**src/rtl/ibex_aligner_pkg.sv**
```systemverilog
// Shared types and constants for the instruction aligner and its compressed decoder.
package ibex_aligner_pkg;

  typedef enum logic [1:0] {
    ALIGNED = 2'd0,
    HALF    = 2'd1,
    SKIP    = 2'd2
  } aligner_state_e;

  localparam logic [1:0] HW_FULL = 2'b11;

  localparam logic [6:0] OPC_LOAD   = 7'h03;
  localparam logic [6:0] OPC_OP_IMM = 7'h13;
  localparam logic [6:0] OPC_STORE  = 7'h23;
  localparam logic [6:0] OPC_OP     = 7'h33;
  localparam logic [6:0] OPC_LUI    = 7'h37;
  localparam logic [6:0] OPC_BRANCH = 7'h63;
  localparam logic [6:0] OPC_JALR   = 7'h67;
  localparam logic [6:0] OPC_JAL    = 7'h6f;

  function automatic logic hw_is_compressed(input logic [15:0] hw);
    return hw[1:0] != HW_FULL;
  endfunction

endpackage

```
**src/rtl/ibex_compressed_decoder.sv**
```systemverilog
// RV32C expander: maps a 16-bit compressed instruction onto its 32-bit equivalent;
// full-width instructions pass through unchanged.
module ibex_compressed_decoder
  import ibex_aligner_pkg::*;
(
  input  logic [31:0] i_instr,
  output logic [31:0] o_instr,
  output logic        o_is_compressed,
  output logic        o_illegal_instr
);

  logic [15:0] w_c;
  logic [31:0] w_instr;
  logic        w_illegal;

  assign w_c = i_instr[15:0];

  always_comb begin
    w_instr   = i_instr;
    w_illegal = 1'b0;
    unique case (w_c[1:0])
      2'b00: begin
        case (w_c[15:13])
          3'b000: begin // c.addi4spn
            w_instr = {2'b00, w_c[10:7], w_c[12:11], w_c[5], w_c[6], 2'b00, 5'h02, 3'b000,
                       2'b01, w_c[4:2], OPC_OP_IMM};
            if (w_c[12:5] == 8'h00) w_illegal = 1'b1;
          end
          3'b010: w_instr = {5'b0, w_c[5], w_c[12:10], w_c[6], 2'b00, 2'b01, w_c[9:7], 3'b010,
                             2'b01, w_c[4:2], OPC_LOAD};
          3'b110: w_instr = {5'b0, w_c[5], w_c[12], 2'b01, w_c[4:2], 2'b01, w_c[9:7], 3'b010,
                             w_c[11:10], w_c[6], 2'b00, OPC_STORE};
          default: w_illegal = 1'b1;
        endcase
      end
      2'b01: begin
        case (w_c[15:13])
          3'b000: w_instr = {{6{w_c[12]}}, w_c[12], w_c[6:2], w_c[11:7], 3'b000, w_c[11:7], OPC_OP_IMM};
          3'b001, 3'b101: // c.jal / c.j; rd is x1 only for c.jal
            w_instr = {w_c[12], w_c[8], w_c[10:9], w_c[6], w_c[7], w_c[2], w_c[11], w_c[5:3],
                       {9{w_c[12]}}, 4'b0000, ~w_c[15], OPC_JAL};
          3'b010: w_instr = {{6{w_c[12]}}, w_c[12], w_c[6:2], 5'b0, 3'b000, w_c[11:7], OPC_OP_IMM};
          3'b011: begin
            if (w_c[11:7] == 5'h02) begin
              w_instr = {{3{w_c[12]}}, w_c[4:3], w_c[5], w_c[2], w_c[6], 4'b0000, 5'h02, 3'b000,
                         5'h02, OPC_OP_IMM};
            end else begin
              w_instr = {{15{w_c[12]}}, w_c[6:2], w_c[11:7], OPC_LUI};
            end
            if ({w_c[12], w_c[6:2]} == 6'h00) w_illegal = 1'b1;
          end
          3'b100: begin
            case (w_c[11:10])
              2'b00, 2'b01: begin
                w_instr = {1'b0, w_c[10], 5'b0, w_c[6:2], 2'b01, w_c[9:7], 3'b101, 2'b01, w_c[9:7],
                           OPC_OP_IMM};
                if (w_c[12]) w_illegal = 1'b1;
              end
              2'b10: w_instr = {{6{w_c[12]}}, w_c[12], w_c[6:2], 2'b01, w_c[9:7], 3'b111, 2'b01,
                                w_c[9:7], OPC_OP_IMM};
              default: begin
                case ({w_c[12], w_c[6:5]})
                  3'b000: w_instr = {2'b01, 5'b0, 2'b01, w_c[4:2], 2'b01, w_c[9:7], 3'b000, 2'b01, w_c[9:7], OPC_OP};
                  3'b001: w_instr = {7'b0, 2'b01, w_c[4:2], 2'b01, w_c[9:7], 3'b100, 2'b01, w_c[9:7], OPC_OP};
                  3'b010: w_instr = {7'b0, 2'b01, w_c[4:2], 2'b01, w_c[9:7], 3'b110, 2'b01, w_c[9:7], OPC_OP};
                  3'b011: w_instr = {7'b0, 2'b01, w_c[4:2], 2'b01, w_c[9:7], 3'b111, 2'b01, w_c[9:7], OPC_OP};
                  default: w_illegal = 1'b1;
                endcase
              end
            endcase
          end
          default: // c.beqz / c.bnez
            w_instr = {{4{w_c[12]}}, w_c[6:5], w_c[2], 5'b0, 2'b01, w_c[9:7], 2'b00, w_c[13],
                       w_c[11:10], w_c[4:3], w_c[12], OPC_BRANCH};
        endcase
      end
      2'b10: begin
        case (w_c[15:13])
          3'b000: begin
            w_instr = {7'b0, w_c[6:2], w_c[11:7], 3'b001, w_c[11:7], OPC_OP_IMM};
            if (w_c[12]) w_illegal = 1'b1;
          end
          3'b010: begin
            w_instr = {4'b0, w_c[3:2], w_c[12], w_c[6:4], 2'b00, 5'h02, 3'b010, w_c[11:7], OPC_LOAD};
            if (w_c[11:7] == 5'h00) w_illegal = 1'b1;
          end
          3'b100: begin
            if (!w_c[12]) begin
              if (w_c[6:2] != 5'h00) begin
                w_instr = {7'b0, w_c[6:2], 5'b0, 3'b000, w_c[11:7], OPC_OP};
              end else begin
                w_instr = {12'b0, w_c[11:7], 3'b000, 5'b0, OPC_JALR};
                if (w_c[11:7] == 5'h00) w_illegal = 1'b1;
              end
            end else if (w_c[6:2] != 5'h00) begin
              w_instr = {7'b0, w_c[6:2], w_c[11:7], 3'b000, w_c[11:7], OPC_OP};
            end else if (w_c[11:7] == 5'h00) begin
              w_instr = 32'h0010_0073;
            end else begin
              w_instr = {12'b0, w_c[11:7], 3'b000, 5'b00001, OPC_JALR};
            end
          end
          3'b110: w_instr = {4'b0, w_c[8:7], w_c[12], w_c[6:2], 5'h02, 3'b010, w_c[11:9], 2'b00, OPC_STORE};
          default: w_illegal = 1'b1;
        endcase
      end
      default: ;
    endcase
  end

  assign o_instr         = w_instr;
  assign o_illegal_instr = w_illegal;
  assign o_is_compressed = w_c[1:0] != HW_FULL;

endmodule

```
**src/rtl/ibex_instr_aligner.sv**
```systemverilog
// Splits the 32-bit fetch stream into 16/32-bit instructions and tracks their PC.
// Optional IBEX_ALIGNER_PERF_EN adds accepted-instruction counters.
module ibex_instr_aligner #(
  parameter logic [31:0] BOOT_ADDR = 32'h0000_0080
) (
  input  logic        clk,
  input  logic        rst,
  input  logic        fetch_valid_i,
  output logic        fetch_ready_o,
  input  logic [31:0] fetch_rdata_i,
  input  logic        flush_i,
  input  logic [31:0] flush_pc_i,
  output logic        instr_valid_o,
  input  logic        instr_ready_i,
  output logic [31:0] instr_o,
  output logic [31:0] instr_raw_o,
  output logic        is_compressed_o,
  output logic        illegal_instr_o,
  output logic [31:0] pc_o,
  output logic [31:0] cnt_comp_o,
  output logic [31:0] cnt_full_o
);
  import ibex_aligner_pkg::*;

  aligner_state_e r_st;
  logic [15:0]    r_hbuf;
  logic [31:0]    r_pc;

  logic        w_valid;
  logic        w_fetch_ready;
  logic [31:0] w_raw;
  logic        w_is_comp;
  logic        w_acc;
  logic [31:0] w_pc_inc;
  logic        w_unused_flush_pc0;
  logic        w_unused_dec_comp;

  assign w_unused_flush_pc0 = flush_pc_i[0];

  // A word is consumed only when the accepted instruction draws on its low half.
  always_comb begin
    w_valid       = 1'b0;
    w_fetch_ready = 1'b0;
    w_raw         = {16'h0000, fetch_rdata_i[15:0]};
    case (r_st)
      ALIGNED: begin
        if (!hw_is_compressed(fetch_rdata_i[15:0])) w_raw = fetch_rdata_i;
        w_valid       = fetch_valid_i;
        w_fetch_ready = fetch_valid_i & instr_ready_i;
      end
      HALF: begin
        if (hw_is_compressed(r_hbuf)) begin
          w_raw   = {16'h0000, r_hbuf};
          w_valid = 1'b1;
        end else begin
          w_raw         = {fetch_rdata_i[15:0], r_hbuf};
          w_valid       = fetch_valid_i;
          w_fetch_ready = fetch_valid_i & instr_ready_i;
        end
      end
      SKIP:    w_fetch_ready = fetch_valid_i;
      default: ;
    endcase
    if (flush_i) begin
      w_valid       = 1'b0;
      w_fetch_ready = 1'b0;
    end
  end

  assign w_is_comp = hw_is_compressed(w_raw[15:0]);
  assign w_acc     = w_valid & instr_ready_i;
  assign w_pc_inc  = {29'h0, ~w_is_comp, w_is_comp, 1'b0};

  always_ff @(posedge clk) begin
    if (rst) begin
      r_st   <= ALIGNED;
      r_pc   <= BOOT_ADDR;
      r_hbuf <= '0;
    end else if (flush_i) begin
      r_st   <= flush_pc_i[1] ? SKIP : ALIGNED;
      r_pc   <= {flush_pc_i[31:1], 1'b0};
      r_hbuf <= '0;
    end else begin
      if (w_acc) r_pc <= r_pc + w_pc_inc;
      case (r_st)
        ALIGNED: begin
          if (w_acc && w_is_comp) begin
            r_hbuf <= fetch_rdata_i[31:16];
            r_st   <= HALF;
          end
        end
        HALF: begin
          if (w_acc) begin
            if (w_is_comp) r_st   <= ALIGNED;
            else           r_hbuf <= fetch_rdata_i[31:16];
          end
        end
        SKIP: begin
          if (fetch_valid_i) begin
            r_hbuf <= fetch_rdata_i[31:16];
            r_st   <= HALF;
          end
        end
        default: r_st <= ALIGNED;
      endcase
    end
  end

`ifdef IBEX_ALIGNER_PERF_EN
  logic [31:0] r_cnt_comp;
  logic [31:0] r_cnt_full;

  always_ff @(posedge clk) begin
    if (rst) begin
      r_cnt_comp <= '0;
      r_cnt_full <= '0;
    end else if (w_acc) begin
      if (w_is_comp) r_cnt_comp <= r_cnt_comp + 32'd1;
      else           r_cnt_full <= r_cnt_full + 32'd1;
    end
  end

  assign cnt_comp_o = r_cnt_comp;
  assign cnt_full_o = r_cnt_full;
`else
  assign cnt_comp_o = '0;
  assign cnt_full_o = '0;
`endif

  ibex_compressed_decoder u_dec (
    .i_instr         (w_raw),
    .o_instr         (instr_o),
    .o_is_compressed (w_unused_dec_comp),
    .o_illegal_instr (illegal_instr_o)
  );

  assign instr_valid_o   = w_valid;
  assign fetch_ready_o   = w_fetch_ready;
  assign instr_raw_o     = w_raw;
  assign is_compressed_o = w_is_comp;
  assign pc_o            = r_pc;

endmodule

```
**config.mk**
```make
export PLATFORM = sky130hd
export DESIGN_NAME = ibex_instr_aligner
export DESIGN_NICKNAME = d
export VERILOG_FILES = /design/src/rtl/ibex_aligner_pkg.sv /design/src/rtl/ibex_compressed_decoder.sv /design/src/rtl/ibex_instr_aligner.sv
export SDC_FILE = /design/constraint.sdc
export NUM_CORES = 1
export LEC_CHECK = 0
export CAP_MARGIN = 5
export CORE_ASPECT_RATIO = 1.75
export CORE_UTILIZATION = 45
export CTS_CLUSTER_SIZE = 12
export DETAILED_ROUTE_END_ITERATION = 8
export GPL_TIMING_DRIVEN = 0
export PLACE_DENSITY = 0.92
export SKIP_CTS_REPAIR_TIMING = 1
export SLEW_MARGIN = 20
export SYNTH_ARGS = -nofsm -noshare
export SYNTH_HDL_FRONTEND = slang
export SYNTH_SLANG_ARGS = --single-unit
```
**constraint.sdc**
```tcl
create_clock -name clk -period 5.7 [get_ports clk]
set_clock_uncertainty 0.1 [all_clocks]
set_input_delay 0.57 -clock clk [delete_from_list [all_inputs] [get_ports clk]]
set_output_delay 0.57 -clock clk [all_outputs]
set_load 0.02 [all_outputs]
```
==> out/summary.md <==
- Startpoint Class: register
- area share of the leading cell type in the synthesized netlist: 18.0%
- setup violators final: 0
- first-pass GRT wire length: 44.4 mm
- maximum fanout along the worst path: 12
- Critical Path End Type: register
- biggest area consumer among synthesized cells: dfxtp_1
- Period Utilization, post-route: 88.2%
- Cell Rows: 52
- Area Overhead vs Synth: 40.2%
- DRT antenna net count: 0
- gr busiest metal: met2
- Max Freq: 199 MHz
- total routing usage reported by global routing: 47.3%
- Primary FF master, synth: dfxtp_1
- leakage power: 3.10 nW
- clock group share of total power: 26.1%
- drt drc: 1
- maximum vdd ir drop: 0.000231 V
- cell with the most instances after synthesis: nor2_1
- die height: 148 µm
- setup tns final: 0 ns
- num ports: 233
- total routed wirelength: 30.0 mm
- number of vias per cell after detailed routing: 6.65
- DRT Pass-1 Iters: 9
- setup repair after global routing missed its margin: no
- Sw Share: 39.9%
- Pins Over Slew Limit: 0
- GPL Wtd Cong: 1.08
- met3 routing resource usage after global routing: 11.0%
- number of library cell types mapped by synthesis: 81
- number of synthesized register bits: 49
- most used standard cells in the synthesized netlist: 89 x nor2_1, 70 x nand2_1, 67 x buf_4
- worst hold margin: 0.385 ns
- multi-input gate area in the final layout: 3870 µm²
- FF-to-FF End: pc_o[28]
- post-synthesis cell count: 788
- worst setup path category: reg2reg
- placeable core region: 11600 µm²
- CTS root buf: clkbuf_16
- Slew @ Worst Pin: 1.24 ns
- later-pin clock latency in the skew report: 0.30 ns
- share of synthesized area occupied by flip-flops and latches: 18.0%
- headroom to the max-slew limit: 15.2%
- top post-synthesis cells by area: dfxtp_1 18%, buf_4 9.2%, mux2i_1 6.3%, nor2_1 6.1%, a21oi_1 5.6%
- number of flops mapped to enable cells by yosys: 0
- met2 demand-to-capacity share in global routing: 80.0%
- via count of the first global-routing pass: 7511
- total of fill cells in the finished design: 966
- Post-Syn Area per Cell: 6.91 µm²
- iteration-0 DRC count of the detailed router: 928
- minimum setup slack in the final design: 0.675 ns
- failing checks: DRC
- min cycle time layout: 5.02 ns
- average wire length per cell after detail routing: 26.0 µm
- vias post-DR: 7678
- met1 global-route usage: 45.2%
- HPWL reported at the end of detailed placement: 23.2 mm
- total clock buffers created by CTS: 5
- level count of the clock H-tree: 2
- die area: 12600 µm²
- Hold Vio Cnt, Final: 0
- min-delay worst type: reg2reg
- fraction of final layout cells sized beyond drive strength 1: 11.3%
- Die X-Extent: 85.2 µm
- number of warnings printed during yosys synthesis: 0
- area taken by flip-flops and latches: 981 µm²
- FFs w/ async S/R, synth: 0%
- number of cells on the worst hold path: 2
- logic depth of the worst register-to-register path: 14
- Initial Utilization: 46.8%
- run status: finished with violations
- worst reg2reg startpoint: r_st[1]
- buffer depth of the longest clock path: 2
- internal power contribution: 0.824 mW
- Hold Startpoint: pc_o[27]
- clock net sink count: 49
- required time reported for the critical path endpoint: 5.76 ns
- part of the total power dissipated in combinational logic: 46.2%
- Hold Path End: pc_o[27]
- total congestion overflow: 0
- layout net count: 1090
- initial antenna violation count: 1
- Post-Syn Area: 5450 µm²
- maximum capacitance violations: 0
- total power of the final layout: 1.37 mW
- clock slew at reported path FFs: 0.07 ns
- pin count of the biggest net entering global routing: 15
- worst slack at placement: 1.01 ns
- power per standard cell area: 180 nW/µm²
- CTS tree: yes
- net load switching power: 0.548 mW
- WP data arrival: 5.09 ns
- Flop pwr share: 27.6%
- Port-buffer cells: 159
- FF-to-FF setup slack: 0.68 ns
[cell type report]
| class | count | share of cell area, % |
|---|---|---|
| inverters | 33 | 1.62 |
| clock buffers | 7 | 1.87 |
| diodes | 1 | 0.0328 |
| plain buffers | 120 | 9.47 |
| multi-input cells | 650 | 50.7 |
| flip-flops and latches | 49 | 12.8 |
| clock inverters | 1 | 0.393 |
| well taps | 135 | 2.21 |
| repair buffers | 159 | 20.8 |
[how the worst max path moves through the flow]
stage	slack, ns	startpoint	endpoint
after floorplan	1.93	r_st[1]	pc_o[28]
final	0.68	r_st[1]	pc_o[28]
after detailed placement	1.01	r_st[1]	pc_o[28]
after CTS	0.99	r_st[1]	pc_o[28]
after global routing	0.55	r_st[1]	pc_o[28]
after global placement	1.08	fetch_rdata_i[8]	instr_o[4]
[cells by family (layout without fill, tap and decap cells)]
| kind of cell | Yosys count | count (layout) | share of synthesized area [%] |
|---|---|---|---|
| other cells | 1 | 66 | 0.0689 |
| buf+inv | 153 | 320 | 15.6 |
| mux | 39 | 39 | 7.49 |
| flops | 49 | 49 | 18.0 |
| fa+ha+maj | 3 | 3 | 0.827 |
| simple gates | 275 | 275 | 25.4 |
| compound gates | 268 | 268 | 32.6 |
[state kept, by name (all words and copies together) (netlist names)]
name    flops
r_st        2
r_hbuf     16
pc_o       31
[power groups by stage]
stage / clock network (mW) / logic (mW) / registers, mW
floorplan: 0 / 0.332 / 0.397
global placement: 0 / 0.607 / 0.385
detailed placement: 0 / 0.605 / 0.386
CTS: 0.353 / 0.608 / 0.378
global route: 0.369 / 0.655 / 0.381
finish: 0.359 / 0.635 / 0.379
[per-stage QoR]
stage	utilization, %	instance area [µm²]	cells
after floorplan	-	5690	852
after detailed placement	64.0	7450	1146
after CTS	65.5	7620	1154
after global placement	63.9	7450	1146
final	65.6	7640	1155
after global routing	65.6	7640	1155
[cell usage in the layout, fill, tap and decap left out, types with 7 or more instances in the layout]
cell             instances
a211oi_1                 8
a21oi_1                 61
a221oi_1                10
a222oi_1                 7
a22o_1                  10
a22oi_1                 14
a31oi_1                 17
buf_2                   10
buf_4                   67
clkbuf_1                39
clkdlybuf4s50_1        159
conb_1                  65
dfxtp_1                 49
inv_1                   29
mux2i_1                 34
nand2_1                 70
nand2b_1                 7
nand3_1                 18
nor2_1                  89
nor3_1                  17
nor4_1                  12
nor4bb_1                 7
o211ai_1                11
o21ai_0                 60
o221ai_1                 9
o22ai_1                  8
o31ai_1                 11
[routing by layer]
metal / up-vias / wire length, µm / share of wire (%)
met5: - / 0 / 0
li1: 3263 / - / -
met1: 3418 / 9290 / 31
met3: 253 / 3060 / 10
met4: 0 / 3490 / 12
met2: 744 / 14200 / 47
[worst max-delay path, stage by stage, from the launching register on]
cell      delay, ns
dfxtp_1        0.37
buf_2          0.25
and4b_1        0.22
clkbuf_1       0.34
a31oi_1        0.30
buf_2          0.41
clkinv_1       0.50
ha_1           0.45
a21oi_1        0.12
or4b_1         0.53
buf_2          0.21
or4_4          0.59
nor3_2         0.16
mux2i_1        0.24
a21oi_1        0.09
No activity file was read; power rests on OpenSTA's default activity.
